### src/rtl/uart_cmd_parser.sv
// Frames UART bytes (SYNC, ADDR, D3..D0, CSUM) into one-cycle register writes.
// Drops and counts bad frames, and returns to HUNT after an inter-byte timeout.
module uart_cmd_parser #(
  parameter int unsigned CLK_FREQ      = 25000000,
  parameter int unsigned BAUD_RATE     = 1000000,
  parameter int unsigned TIMEOUT_BYTES = 4,
  parameter int unsigned NUM_REGS      = 4,
  parameter logic [7:0]  SYNC_BYTE     = 8'hA5
) (
  input  logic        clk,
  input  logic        rst_n,
  input  logic [7:0]  rx_data,
  input  logic        rx_valid,
  output logic        wr_en,
  output logic [7:0]  wr_addr,
  output logic [31:0] wr_data,
  output logic        err_pulse,
  output logic [7:0]  err_count,
  output logic        busy
);

  // state | meaning
  // HUNT  | waiting for SYNC_BYTE, other bytes ignored
  // ADDR  | next byte is the register address
  // DATA  | collecting D3..D0 into the shadow word
  // CSUM  | next byte is the checksum, frame completes
  typedef enum logic [1:0] {HUNT, ADDR, DATA, CSUM} state_e;

  localparam int unsigned TIMEOUT_CYCLES = TIMEOUT_BYTES * 10 * (CLK_FREQ / BAUD_RATE);
  localparam int unsigned TW = $clog2(TIMEOUT_CYCLES + 1);
  localparam logic [TW-1:0] TMO_LAST = TW'(TIMEOUT_CYCLES - 1);
  localparam logic [8:0] NUM_REGS_W = 9'(NUM_REGS);

  state_e        state_q, state_d;
  logic [7:0]    addr_q, addr_d;
  logic [7:0]    acc_q, acc_d;
  logic [1:0]    idx_q, idx_d;
  logic [31:0]   shadow_q, shadow_d;
  logic [TW-1:0] tmo_q, tmo_d;
  logic          wr_en_q, wr_en_d;
  logic          err_q, err_d;
  logic [7:0]    wr_addr_q, wr_addr_d;
  logic [31:0]   wr_data_q, wr_data_d;
  logic [7:0]    cnt_q, cnt_d;
  logic          timeout;

  assign timeout = (state_q != HUNT) && !rx_valid && (tmo_q == TMO_LAST);

  always_comb begin
    state_d   = state_q;
    addr_d    = addr_q;
    acc_d     = acc_q;
    idx_d     = idx_q;
    shadow_d  = shadow_q;
    wr_en_d   = 1'b0;
    err_d     = 1'b0;
    wr_addr_d = wr_addr_q;
    wr_data_d = wr_data_q;
    cnt_d     = cnt_q;
    tmo_d     = (rx_valid || state_q == HUNT) ? '0 : tmo_q + TW'(1);

    case (state_q)
      HUNT: if (rx_valid && rx_data == SYNC_BYTE) begin
        state_d = ADDR;
        acc_d   = 8'h00;
      end
      ADDR: if (rx_valid) begin
        addr_d  = rx_data;
        acc_d   = rx_data;
        idx_d   = 2'd0;
        state_d = DATA;
      end
      DATA: if (rx_valid) begin
        shadow_d = {shadow_q[23:0], rx_data};
        acc_d    = acc_q ^ rx_data;
        idx_d    = idx_q + 2'd1;
        if (idx_q == 2'd3) state_d = CSUM;
      end
      CSUM: if (rx_valid) begin
        state_d = HUNT;
        if (rx_data == acc_q && {1'b0, addr_q} < NUM_REGS_W) begin
          wr_en_d   = 1'b1;
          wr_addr_d = addr_q;
          wr_data_d = shadow_q;
        end else begin
          err_d = 1'b1;
        end
      end
      default: state_d = HUNT;
    endcase

    // timeout implies no byte this cycle, so the case above made no change
    if (timeout) begin
      state_d = HUNT;
      err_d   = 1'b1;
    end

    if (err_d && cnt_q != 8'hFF) cnt_d = cnt_q + 8'd1;
  end

  always_ff @(posedge clk or negedge rst_n) begin
    if (!rst_n) begin
      state_q   <= HUNT;
      addr_q    <= '0;
      acc_q     <= '0;
      idx_q     <= '0;
      shadow_q  <= '0;
      tmo_q     <= '0;
      wr_en_q   <= 1'b0;
      err_q     <= 1'b0;
      wr_addr_q <= '0;
      wr_data_q <= '0;
      cnt_q     <= '0;
    end else begin
      state_q   <= state_d;
      addr_q    <= addr_d;
      acc_q     <= acc_d;
      idx_q     <= idx_d;
      shadow_q  <= shadow_d;
      tmo_q     <= tmo_d;
      wr_en_q   <= wr_en_d;
      err_q     <= err_d;
      wr_addr_q <= wr_addr_d;
      wr_data_q <= wr_data_d;
      cnt_q     <= cnt_d;
    end
  end

  assign wr_en     = wr_en_q;
  assign err_pulse = err_q;
  assign wr_addr   = wr_addr_q;
  assign wr_data   = wr_data_q;
  assign err_count = cnt_q;
  assign busy      = (state_q != HUNT);

endmodule

### config.mk
export PLATFORM = sky130hd
export DESIGN_NAME = uart_cmd_parser
export DESIGN_NICKNAME = d
export VERILOG_FILES = /design/src/rtl/uart_cmd_parser.sv
export SDC_FILE = /design/constraint.sdc
export NUM_CORES = 1
export LEC_CHECK = 0
export CAP_MARGIN = 30
export CORE_MARGIN = 2
export CORE_UTILIZATION = 59
export DETAILED_ROUTE_END_ITERATION = 10
export PLACE_DENSITY = 0.85
export SLEW_MARGIN = 20
export SYNTH_ARGS = -nofsm -noshare
export SYNTH_HDL_FRONTEND = slang
export SYNTH_SLANG_ARGS = --single-unit
### constraint.sdc
create_clock -name clk -period 4.35 [get_ports clk]
set_clock_uncertainty 0.05 [all_clocks]
set_input_delay 0.6525 -clock clk [delete_from_list [all_inputs] [get_ports clk]]
set_output_delay 0.6525 -clock clk [all_outputs]
set_load 0.05 [all_outputs]
### Word-level counts from Yosys, hierarchy flattened

Cells that the tools add are included.

| cells by class | value |
|---|---|
| add/sub/neg operators | 3 |
| order comparisons | 1 |
| eq/ne operators | 16 |
| muxes and demuxes | 21 |
| bitwise gates (word level) | 1 |
| reductions and logical operators | 17 |

Operator list:

| kind | count |
|---|---|
| $mux W8 | 3 |
| $pmux W8 S3 | 1 |
| $mux W2 | 7 |
| $ne A3 B3 Y1 const B | 4 |
| $add A10 B1 Y10 const B | 1 |
| $eq A10 B10 Y1 const B | 1 |
| $mux W10 | 1 |
| $add A8 B1 Y8 const B | 1 |
| $eq A8 B8 Y1 | 1 |
| $eq A8 B8 Y1 const B | 1 |
| $lt A8 B3 Y1 const B | 1 |
| $ne A8 B8 Y1 const B | 1 |
| $pmux W2 S4 | 1 |
| $xor A8 B8 Y8 | 1 |
| $mux W1 | 7 |
| $eq A2 B2 Y1 const B | 3 |
| $reduce_and A3 Y1 | 2 |
| $logic_and A1 B1 Y1 | 5 |
| $reduce_and A5 Y1 | 1 |
| $ne A2 B2 Y1 const B | 2 |
| $pmux W2 S2 | 1 |
| $reduce_and A2 Y1 | 2 |
| $reduce_and A4 Y1 | 1 |
| $reduce_bool A2 Y1 | 2 |
| other kinds (8) | 8 |

| storage, ports and cells | value |
|---|---|
| register bits after elaboration | 112 |
| bits of input ports | 11 |
| output and inout bits | 51 |
| logic and storage cells | 70 |

### Longest topological paths before layout

| logic depth | value |
|---|---|
| depth in word-level cells | 7 |
| mapped depth | 9 |
| depth with buffers taken out | 7 |

### Least setup slack after synthesis

No wires, ideal clock.

| timing | value |
|---|---|
| path kind | input port to flip-flop |
| start point | in rx_valid |
| end point | reg cnt_q[1] (netlist: err_count[1]) |
| library setup time | 0.127 ns |
| arrival | 2.272 ns |
| data required time | 4.173 ns |
| setup slack | 1.901 ns |
| cell stages on the path | 6 |
| path buffers | 1 |
| cells stage by stage | buf_2 or4b_4 nor4_4 a2bb2oi_4 o21a_4 mux2_1 |

| on the way | value |
|---|---|
| word-level cells in the longest chain between the ends | 5 |
| elaborated cells between the ends (all ways) | 7 |
| classes of those cells | mux (3); reduce/logical (4) |

Ends and longest elaborated chain:

| item | RTL line | RTL |
|---|---|---|
| from (decl) | 13 | `input logic rx_valid,` |
| $logic_not A1 Y1 | 47 | `assign timeout = (state_q != HUNT) && !rx_valid && (tmo_q == TMO_LAST);` |
| $logic_and A1 B1 Y1 (2 in a row) | 47 |  |
| $mux W1 * | 93 | `if (timeout) begin` |
| $logic_and A1 B1 Y1 * | 98 | `if (err_d && cnt_q != 8'hFF) cnt_d = cnt_q + 8'd1;` |
| to (signal assigned) | 125 | `cnt_q <= cnt_d;` |
| to (decl) | 44 | `logic [7:0] cnt_q, cnt_d;` |

Every way passes the cells marked *; elsewhere a longest branch is shown, timed or not.
A chain may end at the register's enable or synchronous reset.

### Worst setup path after layout

| timing | value |
|---|---|
| start point | in rx_data[6] |
| end point | reg wr_data_q[20] (netlist: wr_data[20]) |

| on the way | value |
|---|---|
| word-level cells in the longest chain between the ends | 3 |

Ends and longest elaborated chain:

| item | RTL line | RTL |
|---|---|---|
| from (decl) | 12 | `input logic [7:0] rx_data,` |
| $eq A8 B8 Y1 | 81 | `if (rx_data == acc_q && {1'b0, addr_q} < NUM_REGS_W) begin` |
| $logic_and A1 B1 Y1 | 81 |  |
| $reduce_and A3 Y1 (no source line) | -- |  |
| to (signal assigned) | 124 | `wr_data_q <= wr_data_d;` |
| to (decl) | 43 | `logic [31:0] wr_data_q, wr_data_d;` |

No other way between the ends.

==> results.md <==
Synth:
- After synthesis, the netlist uses 47 different library cells.
- Yosys printed 0 warnings.
- The number of enable-type register cells in the synthesized netlist is 0.
- The mapped netlist covers just under 0.005 mm^2.
- The most used flip-flop cell after synthesis is sky130_fd_sc_hd__dfrtp_1.
- The share of flip-flops with an asynchronous set or reset after synthesis is 1.000.
- Synthesis inferred 112 register bits.
- The net count after synthesis is between 300 and 400.
- The mean area per synthesized cell is roughly 14 um^2.
- Synthesis handed over a netlist of 364 instances.
- Of the synthesized area, sequential elements account for 0.5677.

Routing:
- The via density per instance is between 5 and 6.
- The number of antenna-violating nets in the routed design is 0.
- After detailed routing, the average wire length per cell comes to 16.65 um.
- The length of the first detailed-routing pass in iterations is 4.
- The number of remaining DRC errors is 0.
- The total detailed-routing wirelength is 8889 um.
- The routed layout has 2,980 vias.
- In this run, the number of DRC markers left after iteration 0 of detailed routing was 155.

Clock tree:
- The clock tree buffer depth is 2.
- The H-tree was split into 3 levels.
- The number of buffers inserted during clock tree synthesis is 9.
- The number of setup buffers added after CTS is 0.
- Buffers inserted to repair hold after CTS numbered 0.
- The sink count of the clock tree is 112.
- The CTS tree is yes.
- The clock-pin slew reported for the worst setup and hold paths after clock tree synthesis is 100 ps.
- Post-CTS repair changed the size of 0 cells.
- At the later pin of the worst-skew pair, clock insertion delay measures 380 ps.
- The clock tree root driver cell is sky130_fd_sc_hd__clkbuf_8.

Floorplan:
- The placeable core region is about 0.0082 mm^2.
- The starting density of the core is 0.6039.
- The chip height is 95.48 um.
- For this design the top-level I/O count stands at 62.
- The floorplan step defined a die boundary enclosing approximately 0.009 mm^2.
- The number of placement rows is 33.
- The die boundary width is approximately 95 um.

Run status:
- The flow ran to the end, and the final reports show no timing, DRC or antenna violations.

Cells and area:
- The sequential cells in the finished layout cover a total of 0.002803 mm^2.
- The share of cells above drive strength 1 is 0.2308.
- The library cell used most frequently in the layout, excluding fill and tap cells, is sky130_fd_sc_hd__dfrtp_1.
- The multi-input combinational cell area is 0.001976 mm^2.
- In the final design database the tool counted 443 nets.
- The synthesis-to-finish area growth is 16.75%.
- The library cells used most frequently in the layout, excluding fill and tap cells, are sky130_fd_sc_hd__dfrtp_1, sky130_fd_sc_hd__clkdlybuf4s50_1, sky130_fd_sc_hd__mux2_2, sky130_fd_sc_hd__mux2_4, sky130_fd_sc_hd__o21ai_0.
- Fill cells in the final layout number around 570.
- The final antenna diode count is 0.

Power and ir drop:
- The internal power of the cells totals 1915 uW.
- The portion of total power attributed to combinational logic is 0.285.
- In this run the static leakage power is 0.002605 uW.
- The portion of total power attributed to sequential cells is 0.515.
- The overall power after layout is 2947 uW.
- The relative contribution of the clock network to total power is 0.200.
- Of the total power, the share spent switching nets is 0.3502.
- Summed over all nets, the switching power comes to 1032 uW.
- Dividing total power by cell area gives a power density of 511.2 mW/mm^2.
- The maximum vdd ir drop is between 0.3 and 0.4 mV.

Setup path:
- The maximum net fanout on the critical path is 33.
- The startpoint identified for the worst register-to-register timing path is state_q[0].
- Walking the worst path, the cells encountered are clkdlybuf4s50_1 -> xnor2_1 -> nand4_1 -> or4_1 -> nor2b_4 -> buf_12 -> mux2_2.
- The critical path starts at rx_data[6].
- STA classifies the critical path startpoint as an input port.
- The critical path is of the in2reg type.
- The critical path endpoint category is a flop.
- The data required time of the critical path is 4580 ps.
- The data arrival time at the worst-slack endpoint is between 3000 and 4000 ps.
- The worst-path cell with the longest stage delay is sky130_fd_sc_hd__or4_1.
- On the worst path, the slowest cell contributes a delay of approximately 750 ps.

Placement:
- The wire-length estimate of the detail-placed layout is roughly 6200 um.
- The placer's final routability congestion estimate is 0.7644.
- The number of I/O port buffers is 61.

STA:
- Setup repair after global routing left no endpoint under its margin.
- The accumulated negative setup slack is 0 ps.
- Dividing the final minimum period by the clock period gives 0.7231.
- Subtracting the final worst setup slack from the clock period gives 3145 ps.
- The slew at the pin with the worst max-slew slack is 735.8 ps.
- The headroom to the max-slew limit is 0.5030.
- The number of endpoints with negative hold slack in the final report was 0.
- Setup violations remaining at the end of the flow were counted as 0.
- The final count of pins violating max slew is 0.
- The top achievable clock speed is 0.3179 GHz.

Global routing:
- The total overflow reported by the global router is 0.
- The via count of the first global-routing pass was roughly 3,000.
- The initial antenna violation count was 0.
- For this run, the total global-route usage over all layers was measured as 0.2081.
- The first global-routing pass estimated 14,570 um of wire.
- Entering global routing, the biggest net connects 52 pins.

Job:
- The number of violations of the max-capacitance limit is 0.

Hold path:
- In this run the worst hold path is classified as in2async.
==> final timing paths <==
check	end	slack (ps)	depth (start not counted)
worst max-delay path	wr_data[20]	1200	7
worst min-delay path	wr_data[19]	150	1
worst max register to register	err_count[1]	1510	7
worst min register to register	tmo_q[0]	450	1
max in group asynchronous	wr_data[6]	3120	2
min in group clk	tmo_q[0]	450	1
==> cell usage after synthesis, types with 2 or more instances <==
master	number	area [um^2]
sky130_fd_sc_hd__dfrtp_1	112	2803
sky130_fd_sc_hd__mux2_2	39	439.2
sky130_fd_sc_hd__mux2_4	33	495.5
sky130_fd_sc_hd__o21ai_0	31	155.2
sky130_fd_sc_hd__nor2_1	27	101.4
sky130_fd_sc_hd__nand2_1	13	48.80
sky130_fd_sc_hd__xnor2_1	13	113.9
sky130_fd_sc_hd__and3_1	9	56.30
sky130_fd_sc_hd__nor2b_1	8	50.05
sky130_fd_sc_hd__clkbuf_1	7	26.28
sky130_fd_sc_hd__ha_1	7	87.58
sky130_fd_sc_hd__inv_1	6	22.52
sky130_fd_sc_hd__xor2_1	6	52.55
sky130_fd_sc_hd__o211ai_1	5	37.54
sky130_fd_sc_hd__nand3_1	4	20.02
sky130_fd_sc_hd__a22o_1	3	26.28
sky130_fd_sc_hd__and2_1	3	18.77
sky130_fd_sc_hd__buf_12	3	60.06
sky130_fd_sc_hd__nand4_1	3	18.77
sky130_fd_sc_hd__a21oi_1	2	10.01
sky130_fd_sc_hd__buf_6	2	22.52
sky130_fd_sc_hd__nand2b_1	2	12.51
sky130_fd_sc_hd__or3_1	2	12.51
==> layer usage <==
layer	wire (um)	GRT usage	vias to the layer above	part of all wire
met5	0	0	-	0
met4	82	0.06310	0	0.0092
met3	290	0.04822	8	0.033
met2	4394	0.3351	53	0.49
met1	4121	0.2838	1526	0.46
li1	-	-	1393	-
==> logic make-up (layout without fill, tap and decap cells) <==
| logic type | count (synthesis) | count (layout) | synth area share |
|---|---|---|---|
| buffers and inverters | 21 | 86 | 0.03218 |
| AO/OA/AOI/OAI | 51 | 51 | 0.06818 |
| AND/OR/NAND/NOR | 81 | 81 | 0.08895 |
| adder cells (fa/ha/maj) | 7 | 7 | 0.01774 |
| XOR/XNOR | 19 | 19 | 0.03371 |
| flip-flops | 112 | 112 | 0.5677 |
| multiplexers | 73 | 73 | 0.1916 |
==> registers in the layout, summed over array words and instances (netlist names) <==
name and cells:
tmo_q 10, state_q 2, err_pulse 1, err_count 8, acc_q 8, addr_q 8
wr_addr 8, idx_q 2, shadow_q 32, wr_en 1, wr_data 32
==> per-stage QoR <==
| stage | area [um^2] | hold WS, ps | std cells | setup WS (ps) | utilization |
|---|---|---|---|---|---|
| finish | 5764 | 151.7 | 534 | 1205 | 0.7051 |
| global route | 5764 | 163.9 | 534 | 1095 | 0.7051 |
| CTS | 5764 | 157.7 | 534 | 1194 | 0.7051 |
| detailed placement | 5583 | 437.3 | 519 | 795.8 | 0.6829 |
| global placement | 5583 | 421.9 | 519 | 862.5 | 0.6829 |
| floorplan | 4937 | 306.9 | 364 | 1901 | - |
==> critical path, delay by kind of cell <==
family	cells	cell delay, ps
mux	1	360
buf+inv	2	880
simple gates	3	1280
xor+xnor	1	170
==> final cells by class <==
cell class              instances  area share
clock buffers                   9     0.02149
clock inverters                 6    0.009985
inverters                       6    0.003907
multi-input cells             231      0.3427
flip-flops and latches        112      0.4862
well taps                     105     0.02279
repair buffers                 65      0.1129
==> power by group through the flow <==
stage / Sequential [uW] / Clock (uW) / Combinational, uW
2_1_floorplan: 1530 / 0 / 574
3_3_place_gp: 1510 / 0 / 792
3_5_place_dp: 1540 / 0 / 836
4_1_cts: 1520 / 603 / 844
5_1_grt: 1550 / 644 / 924
6_report: 1520 / 590 / 840
(Power assumes the default switching activity.)
